--- src/rtl/legv8_pkg.sv ---
// Shared LEGv8 constants and the sequential multiplier FSM state type.
package legv8_pkg;

  localparam int unsigned DataW   = 64;
  localparam int unsigned TagW    = 5;
  localparam int unsigned NumIter = 64;

  typedef logic [1:0] state_t;

  localparam state_t StIdle = 2'd0;
  localparam state_t StRun  = 2'd1;
  localparam state_t StDone = 2'd2;

endpackage

--- src/rtl/seq_multiplier.sv ---
// 64-iteration shift-add unsigned multiplier feeding the LEGv8 register-file write port.
// Define SEQ_MULTIPLIER_MULH_EN to add the High port and keep the full 128-bit product.
module seq_multiplier
  import legv8_pkg::*;
(
  input  logic              Clk,
  input  logic              Reset,
  input  logic              Start,
  input  logic [DataW-1:0]  BusA,
  input  logic [DataW-1:0]  BusB,
  input  logic [TagW-1:0]   RW,
`ifdef SEQ_MULTIPLIER_MULH_EN
  input  logic              High,
`endif
  output logic [DataW-1:0]  Result,
  output logic [TagW-1:0]   RWOut,
  output logic              Busy,
  output logic              Done
);

`ifdef SEQ_MULTIPLIER_MULH_EN
  localparam int unsigned ProdW = 2 * DataW;
`else
  localparam int unsigned ProdW = DataW;
`endif

  state_t             state_q, state_d;
  logic [6:0]         cnt_q, cnt_d;
  logic [DataW-1:0]   mcand_q, mcand_d;
  logic [DataW-1:0]   mplier_q, mplier_d;
  logic [TagW-1:0]    rw_q, rw_d;
  logic [ProdW-1:0]   prod_q, prod_d;
  logic [DataW-1:0]   result_q, result_d;
  logic [TagW-1:0]    rwout_q, rwout_d;
  logic               done_q, done_d;
  logic [ProdW-1:0]   prod_step;
  logic [DataW-1:0]   prod_sel;

`ifdef SEQ_MULTIPLIER_MULH_EN
  logic               high_q, high_d;
  logic [DataW:0]     sum;

  // Add into the upper half with carry, then shift the whole product right.
  always_comb begin
    sum       = {1'b0, prod_q[ProdW-1:DataW]} + (mplier_q[0] ? {1'b0, mcand_q} : '0);
    prod_step = {sum, prod_q[DataW-1:1]};
    prod_sel  = high_q ? prod_q[ProdW-1:DataW] : prod_q[DataW-1:0];
  end
`else
  // Low half only: accumulate a left-shifting multiplicand modulo 2^64.
  always_comb begin
    prod_step = prod_q + (mplier_q[0] ? mcand_q : '0);
    prod_sel  = prod_q;
  end
`endif

  always_comb begin
    state_d  = state_q;
    cnt_d    = cnt_q;
    mcand_d  = mcand_q;
    mplier_d = mplier_q;
    rw_d     = rw_q;
    prod_d   = prod_q;
    result_d = result_q;
    rwout_d  = rwout_q;
`ifdef SEQ_MULTIPLIER_MULH_EN
    high_d   = high_q;
`endif
    case (state_q)
      StIdle: begin
        if (Start) begin
          mcand_d  = BusA;
          mplier_d = BusB;
          rw_d     = RW;
`ifdef SEQ_MULTIPLIER_MULH_EN
          high_d   = High;
`endif
          prod_d   = '0;
          cnt_d    = '0;
          state_d  = StRun;
        end
      end
      StRun: begin
        prod_d   = prod_step;
        mplier_d = mplier_q >> 1;
`ifndef SEQ_MULTIPLIER_MULH_EN
        mcand_d  = mcand_q << 1;
`endif
        cnt_d    = cnt_q + 7'd1;
        if (cnt_q == 7'(NumIter - 1)) state_d = StDone;
      end
      StDone: begin
        result_d = prod_sel;
        rwout_d  = rw_q;
        state_d  = StIdle;
      end
      default: state_d = StIdle;
    endcase
  end

  // Done is registered so it coincides with the freshly loaded Result/RWOut.
  assign done_d = (state_q == StDone);

  always_ff @(posedge Clk) begin
    if (Reset) begin
      state_q  <= StIdle;
      cnt_q    <= '0;
      mcand_q  <= '0;
      mplier_q <= '0;
      rw_q     <= '0;
      prod_q   <= '0;
      result_q <= '0;
      rwout_q  <= '0;
      done_q   <= 1'b0;
`ifdef SEQ_MULTIPLIER_MULH_EN
      high_q   <= 1'b0;
`endif
    end else begin
      state_q  <= state_d;
      cnt_q    <= cnt_d;
      mcand_q  <= mcand_d;
      mplier_q <= mplier_d;
      rw_q     <= rw_d;
      prod_q   <= prod_d;
      result_q <= result_d;
      rwout_q  <= rwout_d;
      done_q   <= done_d;
`ifdef SEQ_MULTIPLIER_MULH_EN
      high_q   <= high_d;
`endif
    end
  end

  assign Result = result_q;
  assign RWOut  = rwout_q;
  assign Busy   = (state_q == StRun);
  assign Done   = done_q;

endmodule

--- config.mk ---
export PLATFORM = sky130hd
export DESIGN_NAME = seq_multiplier
export DESIGN_NICKNAME = d
export VERILOG_FILES = /design/src/rtl/legv8_pkg.sv /design/src/rtl/seq_multiplier.sv
export SDC_FILE = /design/constraint.sdc
export NUM_CORES = 1
export LEC_CHECK = 0
export ABC_AREA = 1
export ABC_CLOCK_PERIOD_IN_PS = 3700
export CAP_MARGIN = 20
export CORE_ASPECT_RATIO = 0.7
export CORE_MARGIN = 5
export CORE_UTILIZATION = 65
export CTS_BUF_LIST = sky130_fd_sc_hd__clkbuf_4 sky130_fd_sc_hd__clkbuf_8
export DETAILED_ROUTE_END_ITERATION = 10
export DONT_BUFFER_PORTS = 1
export PLACE_DENSITY = 0.91
export SYNTH_ARGS = -nofsm -noshare
export SYNTH_HDL_FRONTEND = slang
export SYNTH_SLANG_ARGS = --single-unit
--- constraint.sdc ---
create_clock -name Clk -period 3.7 [get_ports Clk]
set_clock_uncertainty 0.2 [all_clocks]
set_input_delay 0.74 -clock Clk [delete_from_list [all_inputs] [get_ports Clk]]
set_output_delay 0.74 -clock Clk [all_outputs]
set_load 0.02 [all_outputs]
== Word level (Yosys, flattened, before mapping) ==
Index checks and enable logic that the tools add are counted.
Storage, ports and cells
  register bits after elaboration: 276
  input bits: 136
  output and inout bits: 71
  logic and storage cells: 33
Cells by class
  $add $sub $neg: 2
  equal/unequal tests: 5
  mux-type cells: 12
  reductions and logical operators: 5
Operator list (number)
  $pmux W64 S2: 3
  $mux W64: 4
  $add A64 B64 Y64: 1
  $pmux W7 S2: 1
  $add A7 B1 Y7 const B: 1
  $eq A7 B6 Y1 const B: 1
  $mux W7: 1
  $reduce_and A2 Y1: 3
  $mux W2: 2
  $pmux W2 S2: 1
  $eq A2 B1 Y1 const B: 1
  $eq A2 B2 Y1 const B: 1
  $logic_not A2 Y1: 1
  $ne A2 B1 Y1 const B: 1
  $ne A2 B2 Y1 const B: 1
  $reduce_bool A2 Y1: 1

== Logic depth before layout (Yosys ltp) ==
  word-level depth: 3
  mapped depth: 20
  gate-level depth less buffers: 18

== Worst setup path after synthesis ==
Ideal clock, no wire load.
  kind: reg-to-reg
  from: register mplier_q[0]
  to: register prod_q[48]
  setup time: 132 ps
  data arrival time: 2403 ps
  data required time: 3368 ps
  slack: 965 ps
  stages on the path, launching flop included: 20
  path buffers: 2
  period minus slack after synthesis: 2735 ps
  cells stage by stage: dfxtp_1 -> clkbuf_1 -> clkbuf_1 -> nand2_1 -> inv_1 -> ha_1 -> inv_1 -> fa_1 -> inv_1 -> nand3_1 -> nand2_1 -> nand2_1 -> nand2_1 -> nand2_1 -> nand2_1 -> nand3_1 -> nand3_1 -> nand2_1 -> nand3_1 -> a21oi_1
Between the ends
  cells in the longest elaborated chain, start to end: 3
Ends and longest elaborated chain
  start: declaration: line seq_multiplier.sv:30  | logic [DataW-1:0] mplier_q, mplier_d;
  start signal: assignment: line seq_multiplier.sv:122  | mplier_q <= mplier_d;
  $mux W64: line seq_multiplier.sv:52  | prod_step = prod_q + (mplier_q[0] ? mcand_q : '0);
  $add A64 B64 Y64: line seq_multiplier.sv:52
  $pmux W64 S2: line seq_multiplier.sv:69  | case (state_q)
  end signal: assignment: line seq_multiplier.sv:124  | prod_q <= prod_d;
  end: declaration: line seq_multiplier.sv:32  | logic [ProdW-1:0] prod_q, prod_d;
Every way passes these cells.
A chain may end at the register's enable or synchronous reset.

== Final worst setup path ==
  from: register mplier_q[0]
  to: register prod_q[32]
Same word-level chain as after synthesis.

==> reports/results.txt <==
Cts hold-fix bufs = 0
Synth top area share = 33.62%
Final worst setup slack = 0.6681 ns
TritonCTS clock tree = done
Logic pwr share = 9.4%
DP Cell Count = 2862
Internal = 5.008 mW
Switch Pwr = 1.830 mW
Slew @ Worst Pin = 0.8240 ns
Synth Cell Area = 0.01644 mm2
Post-Synthesis Cells = 2630
Worst R2R Start = mplier_q[0]
Buffers added on ports = 0
Switching part of the total = 26.76%
Setup crit start kind = register
Vias = 17000
Die X = 200.1 um
Synth unique cells = 39
Clock sink total = 276
HP Start = Reset
Placed cell area = 0.01659 mm2
Routed Antenna Nets = 0
Chip Height = 143.0 um
YS warnings = 0
Htree depth = 2
RePlAce Congestion = 1.034
Drt via density = 5.785
Sequential power share = 47.4%
Later-pin clock latency in the skew report = 0.60 ns
Max_slew headroom = 45.07%
Standard-cell rows = 48
GR Overflow Total = 0
Synth Area per Inst = 6.249 um2
Final setup fails = 0
Part of the cycle the worst path needs = 81.94%
Final min period = 3.032 ns
1st-iter DRT viols = 1851
Clock root buffer = clkbuf_8
Crit-path cells = buf_12, nand2_1, inv_1, ha_1, inv_1, fa_1, inv_1, nand3_1, nand2_1, nand2_1, nand2_1, nand2_1, a21boi_0, o21ai_0, nand3_1, a21oi_1
Pre-antenna DRT Iters = 7
# IOs = 207
Final hold vios = 0
Initial Util = 66.26%
Worst hold path type = in2reg
Pwr/cell area = 388.2 mW/mm2
Clock transition at path regs = 0.07 ns
Highest clock rate = 329.8 MHz
Run status = finished clean
Post-CTS sizing = 0
Hold WS = 0.05435 ns
Yosys reg bits = 276
Max-Cap Viols = 0
Max incr delay on CP = 0.40 ns
Fin area = 0.01761 mm2
Pwr Total = 6.838 mW
Pre-CTS setup slack = 0.8093 ns
First-pass GRT wire length = 82920 um
WL/cell = 17.94 um
Slew Viols, Final = 0
Fraction of layout cells with a size suffix above 1 = 5.970%
Setup total negative slack = 0 ns
Area contributors post-synth = dfxtp_1 (34%), nand2_1 (18%), inv_1 (12%), a21oi_1 (7.5%), o221ai_1 (5.4%)
Critical Path Most Common Cell = nand2_1
P_leak = 9.174 nW
CP endpoint kind = register
Crit Path Class = reg2reg
Die area = 0.02862 mm2
Clock power frac = 43.2%
Crit Path Max Fanout = 44
RSZ-0062 raised after global routing = no
CP max-delay cell = fa_1
Min-Delay Path Depth = 1
FILL cells = 2183
Non-filler cells, final = 2938
Critical Path Start = mplier_q[0]
Initial antenna violation count = 0
Drt drc = 0
Ant diodes = 0
Postcts setup bufs = 0
GRT Util Overall = 35.83%
Req. time, crit path = 3.95 ns
CTS Buf Count = 41
Post-synth top area cell = dfxtp_1
Total wire length = 52710 um
Worst Path Arrival = 3.29 ns
Clk buf depth = 3
Vias in the first global route = 15640
Post-DP HPWL = 38890 um
Worst R2R Path Depth = 16
Final core utilization = 71.01%
Core footprint = 0.02480 mm2
Final nets = 2783
Largest net degree at the start of global routing = 111
Worst vdd ir = 0.3773 mV
Area growth syn-to-layout = 7.171%
Syn nets = 2831
Sequential share of the synthesized area = 33.62%
[state kept, by name (all words and copies together), names as in the netlist]
| register | cells |
|---|---|
| cnt_q | 7 |
| Result | 64 |
| prod_q | 64 |
| Done | 1 |
| RWOut | 5 |
| rw_q | 5 |
| mplier_q | 64 |
| mcand_q | 64 |
| state_q | 2 |
[power by group through the flow]
| stage | Combinational [mW] | Sequential, mW | Clock, mW |
|---|---|---|---|
| 4_1_cts | 0.625 | 3.24 | 2.96 |
| 3_3_place_gp | 0.595 | 3.29 | 0 |
| 5_1_grt | 0.713 | 3.26 | 3.11 |
| 2_1_floorplan | 0.498 | 3.26 | 0 |
| 6_report | 0.642 | 3.24 | 2.95 |
| 3_5_place_dp | 0.620 | 3.30 | 0 |
[area by class of cell]
type | instances | area [um2] | area share [%]
Clock buffer | 66 | 845.8 | 4.802
Inverter | 511 | 1922 | 10.91
Tap cell | 325 | 406.6 | 2.309
Clock inverter | 8 | 138.9 | 0.7885
Sequential cell | 276 | 5527 | 31.38
Timing Repair Buffer | 17 | 187.7 | 1.065
Multi-Input combinational cell | 1735 | 8587 | 48.75
[Yosys cell counts]
cell      count
a21oi_1     247
nor4_1        2
dfxtp_1     276
nor2_4        1
a21o_1        2
nor2_2       19
nor4_2        2
nand2_1     769
nand2_2      18
o21ai_0     104
inv_1       508
and3_1        1
clkinv_1      1
buf_2        21
a22oi_1      15
a21boi_0      1
nor2_1      232
inv_2         2
a31oi_1      11
or2_2         8
fa_1          1
o32ai_1       1
clkbuf_1     77
a211oi_1      1
nand3_2       6
nand4_1       7
nand3b_1      4
nand3_1      95
nor3_2        4
buf_4         1
a221oi_1      3
buf_1         9
xor2_1        1
nor3_4        1
o21bai_1      2
o221ai_1    102
ha_1         64
and2_1        1
nor3_1       10
[worst max-delay path, delay by kind of cell (launching register included)]
family | cells | cell delay, ns
DFF | 1 | 0.35
and+or+nand+nor | 7 | 0.76
AOI/OAI and AO/OA | 3 | 0.54
buffers and inverters | 4 | 0.45
adders and majority gates | 2 | 0.56
[metal layers]
layer | up-vias | GRT usage [%] | wire, um
met1 | 7779 | 52.83 | 22890
met2 | 893 | 53.42 | 22070
met4 | 0 | 10.29 | 1563
li1 | 8205 | - | -
met5 | - | 0 | 0
met3 | 119 | 6.863 | 6185
[path summary, 6_finish.rpt]
kind / end / slack, ns
worst max-delay path: prod_q[32] / 0.67
worst min register to register: mplier_q[55] / 0.25
worst min-delay path: prod_q[5] / 0.05
worst max register to register: prod_q[32] / 0.67
[cell usage in the layout (no fill, tap or decap), types with 2 or more instances in the layout]
cell,Yosys,final
nand2_2,18,18
inv_1,508,507
nor4_2,2,2
inv_2,2,2
ha_1,64,64
buf_4,1,12
a21o_1,2,2
a31oi_1,11,11
nor4_1,2,2
o21ai_0,104,104
a21oi_1,247,247
nand3_1,95,94
o21bai_1,2,2
buf_12,0,3
clkbuf_4,0,10
a22oi_1,15,15
nand3b_1,4,4
dfxtp_1,276,275
nor2_1,232,231
o221ai_1,102,102
nand2_1,769,769
nor2_2,19,17
bufinv_16,0,3
clkinv_2,0,2
a221oi_1,3,3
nor3_1,10,10
or2_2,8,8
nor3_2,4,4
nand3_2,6,6
nor2_4,1,4
clkbuf_8,0,56
nand4_1,7,7
[logic make-up after synthesis]
logic type	after synthesis	synth area share, %
AO/OA/AOI/OAI	489	17.71
XOR/XNOR	1	0.05330
adder cells (fa/ha/maj)	65	4.994
buffers and inverters	619	14.32
flip-flops	276	33.62
AND/OR/NAND/NOR	1180	29.30
Note: power is estimated with default switching activity, not from simulation.
